File: src/rtl/interseccion_n.sv
// N-approach round-robin traffic-light controller with per-street green/yellow, all-red clearance,
// a latched pedestrian phase and a night flashing mode. All outputs come straight from registers.
module interseccion_n #(
  parameter int N_CALLES    = 4,
  parameter int T_VERDE     = 8,
  parameter int T_AMARILLO  = 3,
  parameter int T_TODO_ROJO = 1,
  parameter int T_PEATON    = 5,
  parameter int T_PARPADEO  = 2,
  parameter int CNT_W       = 8,
  localparam int IDX_W      = (N_CALLES > 1) ? $clog2(N_CALLES) : 1
) (
  input  logic                  clk,
  input  logic                  reset,
  input  logic                  enb,
  input  logic                  modo_noche,
  input  logic [N_CALLES-1:0]   peatonal,
  output logic [2*N_CALLES-1:0] semaforo,
  output logic [N_CALLES-1:0]   paso_peatonal,
  output logic [IDX_W-1:0]      fase_activa
);

  localparam logic [1:0] L_ROJO     = 2'b00;
  localparam logic [1:0] L_VERDE    = 2'b01;
  localparam logic [1:0] L_AMARILLO = 2'b10;
  localparam logic [1:0] L_APAGADO  = 2'b11;

  localparam logic [CNT_W-1:0] LD_VERDE     = CNT_W'(T_VERDE - 1);
  localparam logic [CNT_W-1:0] LD_AMARILLO  = CNT_W'(T_AMARILLO - 1);
  localparam logic [CNT_W-1:0] LD_TODO_ROJO = CNT_W'(T_TODO_ROJO - 1);
  localparam logic [CNT_W-1:0] LD_PEATON    = CNT_W'(T_PEATON - 1);
  localparam logic [CNT_W-1:0] LD_PARPADEO  = CNT_W'(T_PARPADEO - 1);
  localparam logic [IDX_W-1:0] IDX_LAST     = IDX_W'(N_CALLES - 1);

  typedef enum logic [2:0] {
    S_TODO_ROJO,
    S_VERDE,
    S_AMARILLO,
    S_PEATON,
    S_NOCHE
  } estado_t;

  estado_t               state_reg, state_next;
  logic [CNT_W-1:0]      cnt_reg, cnt_next;
  logic [IDX_W-1:0]      idx_reg, idx_next;
  logic [N_CALLES-1:0]   pend_reg, pend_next;
  logic [N_CALLES-1:0]   paso_reg, paso_next;
  logic                  blink_reg, blink_next;
  logic                  primero_reg, primero_next;
  logic [2*N_CALLES-1:0] sem_reg, sem_next;
  logic                  cnt_fin;
  logic [IDX_W-1:0]      idx_inc;

  assign cnt_fin = (cnt_reg == '0);
  assign idx_inc = (idx_reg == IDX_LAST) ? '0 : idx_reg + 1'b1;

  always_comb begin
    state_next   = state_reg;
    cnt_next     = cnt_reg;
    idx_next     = idx_reg;
    pend_next    = pend_reg;
    paso_next    = paso_reg;
    blink_next   = blink_reg;
    primero_next = primero_reg;

    if (enb) begin
      pend_next = pend_reg | peatonal;
      unique case (state_reg)
        S_TODO_ROJO: begin
          if (!cnt_fin) begin
            cnt_next = cnt_reg - 1'b1;
          end else if (modo_noche) begin
            state_next = S_NOCHE;
            cnt_next   = LD_PARPADEO;
            blink_next = 1'b0;
          end else if (|pend_reg) begin
            // Buttons pressed on the entry cycle are served now, not re-latched.
            state_next = S_PEATON;
            cnt_next   = LD_PEATON;
            paso_next  = pend_reg | peatonal;
            pend_next  = '0;
          end else begin
            state_next   = S_VERDE;
            cnt_next     = LD_VERDE;
            idx_next     = primero_reg ? idx_reg : idx_inc;
            primero_next = 1'b0;
          end
        end
        S_VERDE: begin
          if (cnt_fin) begin
            state_next = S_AMARILLO;
            cnt_next   = LD_AMARILLO;
          end else begin
            cnt_next = cnt_reg - 1'b1;
          end
        end
        S_AMARILLO: begin
          if (cnt_fin) begin
            state_next = S_TODO_ROJO;
            cnt_next   = LD_TODO_ROJO;
          end else begin
            cnt_next = cnt_reg - 1'b1;
          end
        end
        S_PEATON: begin
          if (cnt_fin) begin
            state_next   = S_VERDE;
            cnt_next     = LD_VERDE;
            idx_next     = primero_reg ? idx_reg : idx_inc;
            primero_next = 1'b0;
            paso_next    = '0;
          end else begin
            cnt_next = cnt_reg - 1'b1;
          end
        end
        S_NOCHE: begin
          // Leaving night mode restarts the rotation on the same street.
          if (!modo_noche) begin
            state_next   = S_TODO_ROJO;
            cnt_next     = LD_TODO_ROJO;
            blink_next   = 1'b0;
            primero_next = 1'b1;
          end else if (cnt_fin) begin
            cnt_next   = LD_PARPADEO;
            blink_next = ~blink_reg;
          end else begin
            cnt_next = cnt_reg - 1'b1;
          end
        end
        default: begin
          state_next = S_TODO_ROJO;
          cnt_next   = LD_TODO_ROJO;
        end
      endcase
    end
  end

  // Lamps are decoded from the next state so the registered outputs line up with the state register.
  generate
    for (genvar gi = 0; gi < N_CALLES; gi++) begin : g_lamp
      logic es_actual;
      assign es_actual = (idx_next == IDX_W'(gi));
      assign sem_next[2*gi +: 2] =
        (state_next == S_VERDE    && es_actual) ? L_VERDE    :
        (state_next == S_AMARILLO && es_actual) ? L_AMARILLO :
        (state_next == S_NOCHE) ? (blink_next ? L_APAGADO : L_AMARILLO) :
        L_ROJO;
    end
  endgenerate

  always_ff @(posedge clk) begin
    if (!reset) begin
      state_reg   <= S_TODO_ROJO;
      cnt_reg     <= LD_TODO_ROJO;
      idx_reg     <= '0;
      pend_reg    <= '0;
      paso_reg    <= '0;
      blink_reg   <= 1'b0;
      primero_reg <= 1'b1;
      sem_reg     <= '0;
    end else begin
      state_reg   <= state_next;
      cnt_reg     <= cnt_next;
      idx_reg     <= idx_next;
      pend_reg    <= pend_next;
      paso_reg    <= paso_next;
      blink_reg   <= blink_next;
      primero_reg <= primero_next;
      sem_reg     <= sem_next;
    end
  end

  assign semaforo      = sem_reg;
  assign paso_peatonal = paso_reg;
  assign fase_activa   = idx_reg;

endmodule
File: config.mk
export PLATFORM = sky130hd
export DESIGN_NAME = interseccion_n
export DESIGN_NICKNAME = d
export VERILOG_FILES = /design/src/rtl/interseccion_n.sv
export SDC_FILE = /design/constraint.sdc
export NUM_CORES = 1
export LEC_CHECK = 0
export CAP_MARGIN = 20
export CORE_ASPECT_RATIO = 1.75
export CORE_UTILIZATION = 45
export DETAILED_ROUTE_END_ITERATION = 10
export GPL_TIMING_DRIVEN = 0
export PLACE_DENSITY = 0.7
export SLEW_MARGIN = 10
export SYNTH_ARGS = -nofsm -noshare
export SYNTH_HDL_FRONTEND = slang
export SYNTH_SLANG_ARGS = --single-unit
File: constraint.sdc
create_clock -name clk -period 2 [get_ports clk]
set_input_delay 0.4 -clock clk [delete_from_list [all_inputs] [get_ports clk]]
set_output_delay 0.4 -clock clk [all_outputs]
set_load 0.02 [all_outputs]
# Word-level counts from Yosys, hierarchy flattened
# Index checks and enable logic that the tools add are counted.
# classes
addsub	2
eq_ne	17
muxes	57
bitwise_logic	3
n_reduce_logical	20
# op_table
op	n
2-to-1 mux 8 bit	6
one-hot mux 8 bit (5 select lines)	1
2-to-1 mux 4 bit	8
2-to-1 mux 2 bit	14
2-to-1 mux 3 bit	8
2-to-1 mux 1 bit	15
one-hot mux 3 bit (5 select lines)	1
!= test 2 bit (second input constant)	6
equality test 3 x 2 -> 1 bit (second input constant)	3
logical AND 1 bit	8
logical NOT 8 bit	1
one-hot mux 4 bit (2 select lines)	1
OR reduction 2 bit	4
subtractor 8 x 1 -> 8 bit (second input constant)	1
AND reduction 7 bit	1
equality test 2 bit (second input constant)	3
equality test 3 x 1 -> 1 bit (second input constant)	2
equality test 3 bit (second input constant)	2
AND reduction 6 bit	1
bitwise OR 4 bit	1
one-hot mux 2 bit (2 select lines)	1
OR reduction 4 bit	1
logical NOT 3 bit	1
one-hot mux 1 bit (3 select lines)	1
7 further kinds	8
# totals
reg_bits	31
in_bits	8

# Depth between registers and ports, before layout
# depth
depth_word	12
mapped_depth	8
depth_no_buf	7

# Worst setup path before layout
# Ideal clock, no wire load.
# synth_path
kind	reg2reg
start	register cnt_reg[0]
end	register sem_reg[6] (netlist: semaforo[6])
arrival_time_ns	2.092
slack_ns	-0.224
stages_incl_launch_ff	9
n_path_buf	1
period_less_slack_ns	2.224
path_cell_list	dfxtp_1 > inv_1 > ha_1 > nor3b_2 > and2_1 > clkbuf_1 > mux2_2 > a22oi_1 > o22ai_1
# synth_via
elab_chain_len	9
elab_cells_between_ends	26
# synth_rtl
item	line_no	rtl
start: declaration	44	logic [CNT_W-1:0] cnt_reg, cnt_next;
start signal: assignment	163	cnt_reg <= cnt_next;
logical NOT 8 bit (*)	54	assign cnt_fin = (cnt_reg == '0);
2-to-1 mux 1 bit	123	end else if (cnt_fin) begin
2-to-1 mux 1 bit	118	if (!modo_noche) begin
one-hot mux 1 bit (2 select lines)	68	unique case (state_reg)
2-to-1 mux 1 bit	66	if (enb) begin
2-to-1 mux 1 bit	146	(state_next == S_NOCHE) ? (blink_next ? L_APAGADO : L_AMARILLO) :
2-to-1 mux 2 bit	146	
2-to-1 mux 2 bit	145	(state_next == S_AMARILLO && es_actual) ? L_AMARILLO :
2-to-1 mux 1 bit (*)	144	(state_next == S_VERDE && es_actual) ? L_VERDE :
end signal: assignment	169	sem_reg <= sem_next;
end: declaration	50	logic [2*N_CALLES-1:0] sem_reg, sem_next;
# Mark *: on every way between the ends. The rest lies on a longest branch, timed or not.
# A chain may end at the register's enable or synchronous reset.

# Worst setup path in the final report
# layout_path
start	register pend_reg[2]
end	register sem_reg[2] (netlist: semaforo[2])
# layout_via
elab_chain_len	10
elab_cells_between_ends	20
# layout_rtl
item	line_no	rtl
start: declaration	46	logic [N_CALLES-1:0] pend_reg, pend_next;
start signal: assignment	165	pend_reg <= pend_next;
OR reduction 4 bit (*)	76	end else if (|pend_reg) begin
2-to-1 mux 2 bit	76	
2-to-1 mux 3 bit or 2-to-1 mux 2 bit (tied branches)	72	end else if (modo_noche) begin
2-to-1 mux 3 bit or 2-to-1 mux 2 bit (tied branches)	70	if (!cnt_fin) begin
one-hot mux 3 bit (5 select lines) or one-hot mux 2 bit (2 select lines) (tied branches)	68	
2-to-1 mux 3 bit or 2-to-1 mux 2 bit (tied branches)	66	
equality test 3 bit, or another cell as far along	146	
2-to-1 mux 2 bit or logical AND 1 bit (tied branches)	146, 145	
2-to-1 mux 2 bit	145	
2-to-1 mux 1 bit (*)	144	
# Marks and branches as above.

==> out/results.ini <==
[worst_setup_path]
crit_path_cell_trace=or4_4 -> buf_4 -> a21oi_1 -> or4_4 -> buf_6 -> nand4_1 -> buf_4 -> o32ai_2
reg2reg_depth=8
max_stage_delay_ns=0.53
arrival_ns=2.26
worstSetupPathDepth=8
end_kind=flop
path_buf_inv=3
critical_path_class=flop to flop
slowest_stage=or4_4
cp_max_fo=4
cp_top_family=simple AND/OR/NAND/NOR gates
startpoint_type=flop
required_ns=2.19

[global_routing]
met2_usage=0.515
grt_pass1_wl_um=7710
grt_max_degree=11
grtUsageMet1=0.300
met3_usage=0.0562
gr-max-usage-layer=met2
grt_use_total=0.282
grt-ovfl-total=0
antenna_found_initial=0
first_global_vias=1674

[yosys]
async_flop_share=0
synthDistinctLibCells=51
synth_top_area_frac=0.394
yosysWarnings=0
synth_cells=180
synth_area_per_cell_um2=8.74
synth_top_area_cell=dfxtp_1
ys_top_cells_by_area=dfxtp_1 39%, nor2_1 5.0%, a21oi_1 3.8%, o21ai_0 2.9%, nand2_1 2.6%
ys_seq_area_frac=0.394
ys_ff_latch=31
syn_area_mm2=0.00157
syn-num-nets=190
synth_ff_type=dfxtp_1
synth-edff-count=0

[finish]
final_cell_mix=27 x dfxtp_1, 20 x buf_4, 19 x nor2_1, 19 x clkdlybuf4s50_1, 12 x a21oi_1
mostFrequentLayoutCell=dfxtp_1
area_delta_synth_final_pct=45.2
final_cell_area_mm2=0.00229
antennaDiodeCount=0
fin_nets=241
final_util=0.680
drive_above_1_share=0.303

[floorplanning]
initial_core_util=0.468
row_count=28
die_w_um=46.7
die-area_mm2=0.00375
core_mm2=0.00336
ios=22
die-height_um=80.2

[detailed_routing]
dr.first_iter.drc_count=64
detail_route.wl_per_cell_um=17.5
drtAntennaViolNets=0
routed-via-count=1642
drt-pass1-iter-count=4
drc=0
vias_per_cell=5.95
drt_wl_total_um=4830

[placed_design]
dp_hpwl_um=3080
placed_area_mm2=0.00188
portBuffers=21
place.gp.congestion=0.870

[timing]
clock_skew_ns=0.00350
min_period_ns=2.07
finalMaxSlewViolations=0
rsz0062_at_grt=true
max_freq_ghz=0.483
setup-violations-final=7
setup_ws_ns=-0.0694
worstMarginPinSlew_ns=0.584
hold_violations=0
post-route-period-util=1.03
slew_headroom=0.607

[pwr]
powerDensity_mw_per_mm2=1510
ir_drop_uv=1080
finalPower_w=0.00344
leakagePower_nw=0.882

[clock_network]
cts.sinks=31
cts_inserted_buffers=5
clock_latency_ns=0.28
htree_levels=2
cts_tree=done
path_clk_slew_ns=0.06
clockBufferDepth=2
cts-root-buf=clkbuf_8

[hold_path]
hp-class=flop to flop
hold_path_depth=2

[outcome]
failed_checks=setup timing
status=finished with violations

[job]
maxCapViolCount=0

## logic make-up (layout without fill, tap and decap cells)
group / Yosys count / count (layout) / share of synthesized area
compound gates: 55 / 55 / 0.250
xor+xnor: 6 / 6 / 0.0334
fa+ha+maj: 2 / 2 / 0.0159
buf+inv: 14 / 65 / 0.0334
flops: 31 / 31 / 0.394
mux: 5 / 5 / 0.0326
simple gates: 67 / 67 / 0.241
## cells in the mapped netlist, drive strengths merged (2+ instances only)
library cell,instances
dfxtp,31
nor2,21
a21oi,12
nand2,12
clkbuf,9
o21ai,9
inv,5
mux2i,4
nor4,4
o21a,4
or2,4
and2,3
and3,3
nand4,3
nor3,3
o31ai,3
o32ai,3
xnor2,3
xor2,3
a2111oi,2
a211o,2
a211oi,2
a21boi,2
ha,2
nand3,2
o21bai,2
o221ai,2
o22ai,2
o31a,2
or3,2
or4,2
## final timing paths
kind / startpoint / to / slack, ns
worst max register to register: pend_reg[2] / semaforo[2] / -0.07
worst min-delay path: paso_peatonal[2] / paso_peatonal[2] / 0.50
worst min register to register: paso_peatonal[2] / paso_peatonal[2] / 0.50
worst max-delay path: pend_reg[2] / semaforo[2] / -0.07
## tightest hold or removal path, delay by kind of cell, from the launching register on
family	cells	cell delay [ns]
flip-flops	1	0.32
multiplexers	1	0.07
AND/OR/NAND/NOR	1	0.07
## power by group
part	switching (W)	internal (W)	total, W	leakage, nW
Clock	0.000215	0.000269	0.000485	0.0470
Sequential	0.000149	0.000766	0.000915	0.254
Combinational	0.00101	0.00103	0.00204	0.581
Total	0.00138	0.00207	0.00344	0.882
## final cells by class
cell class,instances,area [um2]
tap,45,56.3
buffer,8,42.5
inverter,5,18.8
multi-input combinational,135,1050
clock buffer,6,82.6
timing repair buffer,45,403
fill,275,1080
clock inverter,1,5.00
sequential,31,626
## per-layer routing
layer / part of all wire / wire [um]
met1: 0.35 / 1700
met2: 0.55 / 2680
met3: 0.061 / 293
met4: 0.034 / 164
met5: 0 / 0
## stage by stage
stage	setup slack (ns)	instances	setup TNS, ns	hold slack [ns]
4_1_cts	-0.0880	272	-0.515	0.503
3_3_place_gp	-0.729	246	-12.26	0.466
5_1_grt	-0.123	276	-0.993	0.531
3_5_place_dp	-0.779	246	-13.59	0.478
6_report	-0.0694	276	-0.318	0.496
2_1_floorplan	-0.00823	180	-0.00823	0.444
## timing repair
item                                    CTS  global route
hold buffers                              0             0
gates resized for setup                  32            11
endpoints found under the setup margin   20            19
pin swaps                                21            11
setup buffers                            21             4
(Power assumes the default switching activity.)
